File: config.mk
export PLATFORM = sky130hd
export DESIGN_NAME = sha_ctrl
export DESIGN_NICKNAME = d
export VERILOG_FILES = /design/src/rtl/sha_const.sv /design/src/rtl/sha_ctrl.sv
export SDC_FILE = /design/constraint.sdc
export NUM_CORES = 1
export LEC_CHECK = 0
export ABC_AREA = 1
export CAP_MARGIN = 20
export CORE_MARGIN = 2
export CORE_UTILIZATION = 45
export DETAILED_ROUTE_END_ITERATION = 16
export GPL_TIMING_DRIVEN = 0
export PLACE_DENSITY = 0.68
export SLEW_MARGIN = 0
export SYNTH_ARGS = -nofsm -noshare
export SYNTH_HDL_FRONTEND = slang
export SYNTH_SLANG_ARGS = --single-unit
File: constraint.sdc
create_clock -name clk -period 2 [get_ports clk]
set_input_delay 0.4 -clock clk [delete_from_list [all_inputs] [get_ports clk]]
set_output_delay 0.4 -clock clk [all_outputs]
set_load 0.02 [all_outputs]
File: src/rtl/sha_const.sv
// Shared constants for the SHA block sequencer: state encoding, default block
// geometry and counter widths.
package sha_const;

  localparam int BLK_BYTES_DEF = 64;
  localparam int LEN_BYTES_DEF = 8;
  localparam int BLK_CNT_W     = 16;
  // Wide enough that Length + 1 + LEN_BYTES cannot overflow for a 32-bit Length.
  localparam int CALC_W        = 33;

  typedef enum logic [2:0] {
    IDLE      = 3'd0,
    CALC      = 3'd1,
    LOAD      = 3'd2,
    WAIT_BLK  = 3'd3,
    HASH      = 3'd4,
    WAIT_CORE = 3'd5,
    FINISH    = 3'd6
  } sha_state_e;

endpackage

File: src/rtl/sha_ctrl.sv
// SHA message sequencer: works out how many padded blocks a message needs,
// then alternates between the padding block and the compression core until
// the last block is hashed.
//
// state     | meaning
// ----------+-----------------------------------------------------------
// IDLE      | waiting for Start; Length captured on acceptance
// CALC      | block count for the captured length is computed
// LOAD      | one-cycle Blk_Enable request to the padding block
// WAIT_BLK  | waiting for Blk_Ready from the padding block
// HASH      | one-cycle Core_Start with Core_First / Last qualifiers
// WAIT_CORE | waiting for Core_Done; next block or finish
// FINISH    | one-cycle Done pulse, back to IDLE
//
// All outputs are registered: each one is decoded from the next state so it
// is high exactly while the FSM sits in the corresponding state.
module sha_ctrl
  import sha_const::*;
#(
  parameter int BLK_BYTES = BLK_BYTES_DEF,
  parameter int LEN_BYTES = LEN_BYTES_DEF
) (
  input  logic                 clk,
  input  logic                 rst,
  input  logic                 Start,
  input  logic [31:0]          Length,
  input  logic                 Abort,
  input  logic                 Blk_Ready,
  input  logic                 Core_Done,
  output logic                 Blk_Enable,
  output logic                 Blk_Function,
  output logic                 Core_Start,
  output logic                 Core_First,
  output logic                 Last,
  output logic                 Busy,
  output logic                 Done,
  output logic [BLK_CNT_W-1:0] Block_Count
);

  sha_state_e            r_state;
  sha_state_e            w_next;
  logic [31:0]           r_length;
  logic [CALC_W-1:0]     r_nblk;
  logic [BLK_CNT_W-1:0]  r_block_count;

  logic [CALC_W-1:0]     w_total;
  logic [CALC_W-1:0]     w_quot;
  logic [CALC_W-1:0]     w_rem;
  logic [CALC_W-1:0]     w_nblk;
  logic [CALC_W-1:0]     w_count_ext;
  logic                  w_last_issue;
  logic                  w_all_issued;

  logic                  w_blk_enable;
  logic                  w_blk_function;
  logic                  w_core_start;
  logic                  w_core_first;
  logic                  w_last;
  logic                  w_done;

  // Message bytes plus the 0x80 pad byte plus the length field, rounded up to
  // whole blocks.
  assign w_total = {1'b0, r_length} + CALC_W'(1 + LEN_BYTES);
  assign w_quot  = w_total / CALC_W'(BLK_BYTES);
  assign w_rem   = w_total % CALC_W'(BLK_BYTES);
  assign w_nblk  = w_quot + {{(CALC_W-1){1'b0}}, (w_rem != '0)};

  assign w_count_ext  = {{(CALC_W-BLK_CNT_W){1'b0}}, r_block_count};
  // Block about to be issued is the final one.
  assign w_last_issue = ((w_count_ext + CALC_W'(1)) == r_nblk);
  // Count already includes the block the core just finished.
  assign w_all_issued = (w_count_ext == r_nblk);

  // State register.
  always_ff @(posedge clk or negedge rst) begin
    if (!rst) r_state <= IDLE;
    else      r_state <= w_next;
  end

  // Next-state decode and next-cycle output values.
  always_comb begin
    w_next         = r_state;
    w_blk_enable   = 1'b0;
    w_blk_function = 1'b0;
    w_core_start   = 1'b0;
    w_core_first   = 1'b0;
    w_last         = 1'b0;
    w_done         = 1'b0;

    case (r_state)
      IDLE:      if (Start) w_next = CALC;
      CALC:      w_next = LOAD;
      LOAD:      w_next = WAIT_BLK;
      WAIT_BLK:  if (Blk_Ready) w_next = HASH;
      HASH:      w_next = WAIT_CORE;
      WAIT_CORE: if (Core_Done) w_next = w_all_issued ? FINISH : LOAD;
      FINISH:    w_next = IDLE;
      default:   w_next = IDLE;
    endcase

    // Abort wins over any handshake seen in the same cycle.
    if (Abort && (r_state != IDLE)) w_next = IDLE;

    case (w_next)
      LOAD: begin
        w_blk_enable   = 1'b1;
        w_blk_function = (r_block_count != '0);
      end
      HASH: begin
        w_core_start = 1'b1;
        w_core_first = (r_block_count == '0);
        w_last       = w_last_issue;
      end
      FINISH:  w_done = 1'b1;
      default: ;
    endcase
  end

  // Message length, block total and issued-block counter.
  always_ff @(posedge clk or negedge rst) begin
    if (!rst) begin
      r_length      <= '0;
      r_nblk        <= '0;
      r_block_count <= '0;
    end else begin
      if ((r_state == IDLE) && Start) begin
        r_length      <= Length;
        r_block_count <= '0;
      end
      if (r_state == CALC) r_nblk <= w_nblk;
      if (w_core_start) r_block_count <= r_block_count + BLK_CNT_W'(1);
    end
  end

  // Registered outputs.
  always_ff @(posedge clk or negedge rst) begin
    if (!rst) begin
      Blk_Enable   <= 1'b0;
      Blk_Function <= 1'b0;
      Core_Start   <= 1'b0;
      Core_First   <= 1'b0;
      Last         <= 1'b0;
      Busy         <= 1'b0;
      Done         <= 1'b0;
    end else begin
      Blk_Enable   <= w_blk_enable;
      Blk_Function <= w_blk_function;
      Core_Start   <= w_core_start;
      Core_First   <= w_core_first;
      Last         <= w_last;
      Busy         <= (w_next != IDLE);
      Done         <= w_done;
    end
  end

  assign Block_Count = r_block_count;

endmodule

==> results.tsv <==
stage	metric	value	unit
status	run_status	complete, but fails checks	
status	violations	setup timing	
routing	dr.pass1.iters	5	
cells_and_area	fin_area	7826	sq um
placement	place_congestion	0.9543	
routing	initialDrtViolationCount	310	
cells_and_area	nets	948	
worst_setup_path	r2r_end	r_nblk[25]	
grt	grt_util_met1	28.83	%
timing	final.setup.worst_slack	-0.2587	ns
synthesis	syn_avg_cell_area	7.034	sq um
routing	drc	0	
min_path	hold_class	reg2reg	
synthesis	yosys_warnings	0	
synthesis	synth.area.top_cells	dfrtp_1 38%, nand2_1 15%, nor2_1 7.2%, nand3_1 6.2%, inv_1 6.0%	
power	p_sw_share	46.09	%
routing	vias_per_cell	5.058	
cts	cts_tree	done	
grt	busiest_layer	met2	
timing	holdWs	0.4770	ns
power	p_sw	5.023	mW
synthesis	synth_cells	796	
floorplan	rows	40	
worst_setup_path	cp_data_arrival_time	2.51	ns
synthesis	synth_common_cells	227 x nand2_1, 108 x nor2_1, 89 x inv_1	
timing	hold_violations	0	
placement	port-buffer-count	60	
synthesis	seq_area_frac_synth	38.44	%
timing	clock_skew	0.006889	ns
timing	timing.final.crit_period	2.259	ns
floorplan	core_area	12060	sq um
power	combPwrFrac	55.8	%
worst_setup_path	crit_path_start_kind	flip-flop	
worst_setup_path	max_stage_delay	0.36	ns
worst_setup_path	critical_path_class	reg2reg	
grt	grt.total_usage	23.80	%
min_path	min_path_cells	2	
worst_setup_path	slowest_stage	dfrtp_1	
placement	place_area	6489	sq um
grt	grt_pass1_vias	5133	
grt	antenna_found_initial	0	
worst_setup_path	endpoint_kind	flip-flop	
routing	drt_wl_total	16.07	mm
power	sequentialPowerShare	28.2	%
synthesis	synthDistinctLibCells	39	
worst_setup_path	r2r_start	r_length[1]	
timing	min_period_over_period	112.9	%
timing	maxSlewHeadroom	62.94	%
timing	setup_tns	-3.814	ns
synthesis	syn_area	5599	sq um
routing	via_count	5458	
power	clkPwrFrac	16.1	%
synthesis	synth_ff_type	dfrtp_1	
synthesis	synthArstFlopShare	100.0	%
synthesis	synth_edf_count	0	
floorplan	die_x	115.5	microns
placement	dp_slack	-0.9661	ns
power	internal_power	5.875	mW
cells_and_area	fin_util	64.89	%
cts	clockBufferDepth	2	
grt	grt_use_met3	2.406	%
timing	grt_setup_unrepaired	true	
cells_and_area	drive_gt1_share	25.80	%
floorplan	io_pins	61	
min_path	hp-start	r_nblk[25]	
cts	root_buffer	clkbuf_16	
grt	grt_overflow	0	
grt	grt_pass1_wl	24.64	mm
cts	cts_inserted_buffers	9	
cells_and_area	area_growth	39.78	%
cts	clock_latency	0.36	ns
power	vdd_drop_max	0.9154	mV
timing	max_freq	442.7	MHz
worst_setup_path	cp_max_fo	5	
cells_and_area	fillerInstances	1035	
run	maxCapViolations	0	
routing	drt.antenna.violating_nets	0	
worst_setup_path	r2r_slack	-0.26	ns
timing	tightest_slew	0.5558	ns
floorplan	die_h	115.5	microns
worst_setup_path	crit_chain	nand3_2, nand2_2, buf_6, nand2_4, inv_2, nor2_2, a21oi_2, ha_2, nand2_2, nor2_4, nand3_4, nor2_8, nand3_4, nor2_1, nand2_1, nand3_2, nand2_1	
synthesis	synth_seq_cells	86	
routing	wl_per_cell	14.89	microns
grt	grt_use_met2	42.77	%
synthesis	synth_most_common_cell	nand2_1	
timing	slew_violations	0	
floorplan	die_area	13350	sq um
grt	grt_max_degree	61	
cells_and_area	diodes	0	
cts	cts_sinks	86	
timing	finalSetupViolCount	23	
min_path	min_to	r_nblk[25]	
cts	htree_levels	3	
floorplan	start_util	46.42	%
synthesis	synth_top_area_share	38.44	%
placement	hpwl	11.56	mm
power	power_per_cell_area	1393	nW/um^2
worst_setup_path	crit_required	2.25	ns
synthesis	syn_nets	838	
worst_setup_path	ff2ff_path_depth	17	
synthesis	synth_area_leader_cell	dfrtp_1	
power	p_leak	3.607	nW
cts	clk_pin_slew	0.06	ns
[layout by cell type (no fill, tap or decap), types with 6 or more instances in the layout]
master           Yosys  routed
nand3_4              0       8
o22ai_2              0       7
clkbuf_1            10       6
nor2_1             108      87
nand3_2              7      20
inv_2                4      10
nand2_2              4      26
xnor2_1             27      10
nor2_4               8      23
inv_1               89      81
nand4_1             11      11
nand2_1            227     200
dfrtp_1             86      76
a21oi_1             29      27
xor2_1              21      18
o21ai_0             26      14
clkbuf_16            0      10
clkdlybuf4s50_1      0      59
mux2_2               6       6
nor2_2               9      15
nand3_1             69      48
dfrtp_2              0      10
xnor2_2              0      15
buf_6                2      14
o21ai_1              5      16
buf_4                2      30
[through the flow]
stage	instances	power [mW]
final	1079	10.90
after floorplan	796	6.354
after detailed placement	1025	7.623
after CTS	1056	10.09
after global placement	1024	7.489
after global routing	1079	11.69
[layout make-up]
cell class / count / area (sq um) / share of cell area, %
clock inverters: 6 / 68.82 / 0.8793
repair buffers: 103 / 1005 / 12.84
flip-flops and latches: 86 / 2165 / 27.66
multi-input cells: 593 / 3636 / 46.46
well taps: 168 / 210.2 / 2.686
plain buffers: 19 / 140.1 / 1.791
clock buffers: 10 / 239.0 / 3.054
inverters: 94 / 362.8 / 4.636
[power by group through the flow]
| stage | registers, mW | clock network [mW] | logic (mW) |
|---|---|---|---|
| after floorplan | 2.87 | 0 | 3.48 |
| after global placement | 2.96 | 0 | 4.53 |
| after detailed placement | 2.98 | 0 | 4.64 |
| after CTS | 3.01 | 1.77 | 5.31 |
| after global routing | 3.15 | 1.83 | 6.70 |
| final | 3.07 | 1.75 | 6.08 |
[cell families after synthesis]
kind of cell	count (synthesis)	synth area share (%)
simple gates	461	36.47
mux	6	1.207
fa+ha+maj	4	0.8939
flops	86	38.44
compound gates	74	7.106
buf+inv	117	8.380
xor+xnor	48	7.509
[per-layer routing]
| metal | up-vias | part of all wire (%) |
|---|---|---|
| met5 | - | 0 |
| met4 | 0 | 3.1 |
| met3 | 33 | 3.2 |
| met2 | 139 | 52 |
| met1 | 2552 | 42 |
| li1 | 2734 | - |
[flip-flops by register name, indices dropped and copies added, names as in the netlist]
register,flops
r_length,32
r_nblk,28
Block_Count,16
r_state,3
Blk_Enable,1
Blk_Function,1
Busy,1
Core_First,1
Core_Start,1
Done,1
Last,1
[worst max path at each step]
| stage | from | to | slack, ns | cells after the start |
|---|---|---|---|---|
| 3_5_place_dp | Start | r_length[10] | -0.97 | 6 |
| 6_report | r_length[1] | r_nblk[25] | -0.26 | 17 |
| 5_1_grt | r_length[0] | r_nblk[25] | -0.40 | 17 |
| 3_3_place_gp | rst | r_length[31] | -2.39 | 1 |
| 4_1_cts | r_length[2] | r_nblk[15] | -0.21 | 14 |
| 2_1_floorplan | r_length[0] | r_nblk[15] | -0.06 | 16 |
[worst max-delay path, delay by kind of cell, from the launching register on]
kind	cells	cell delay [ns]
compound gates	1	0.12
fa+ha+maj	1	0.23
buf+inv	2	0.18
flops	1	0.36
simple gates	13	1.25
[what timing repair did]
action | CTS | global route
gates resized for setup | 81 | 106
hold buffers | 1 | 0
endpoints found under the hold margin | 26 | 0
pin swaps | 23 | 47
setup buffers | 16 | 24
cloned | 1 | 2
setup endpoints to repair | 66 | 52
(Power assumes the default switching activity.)
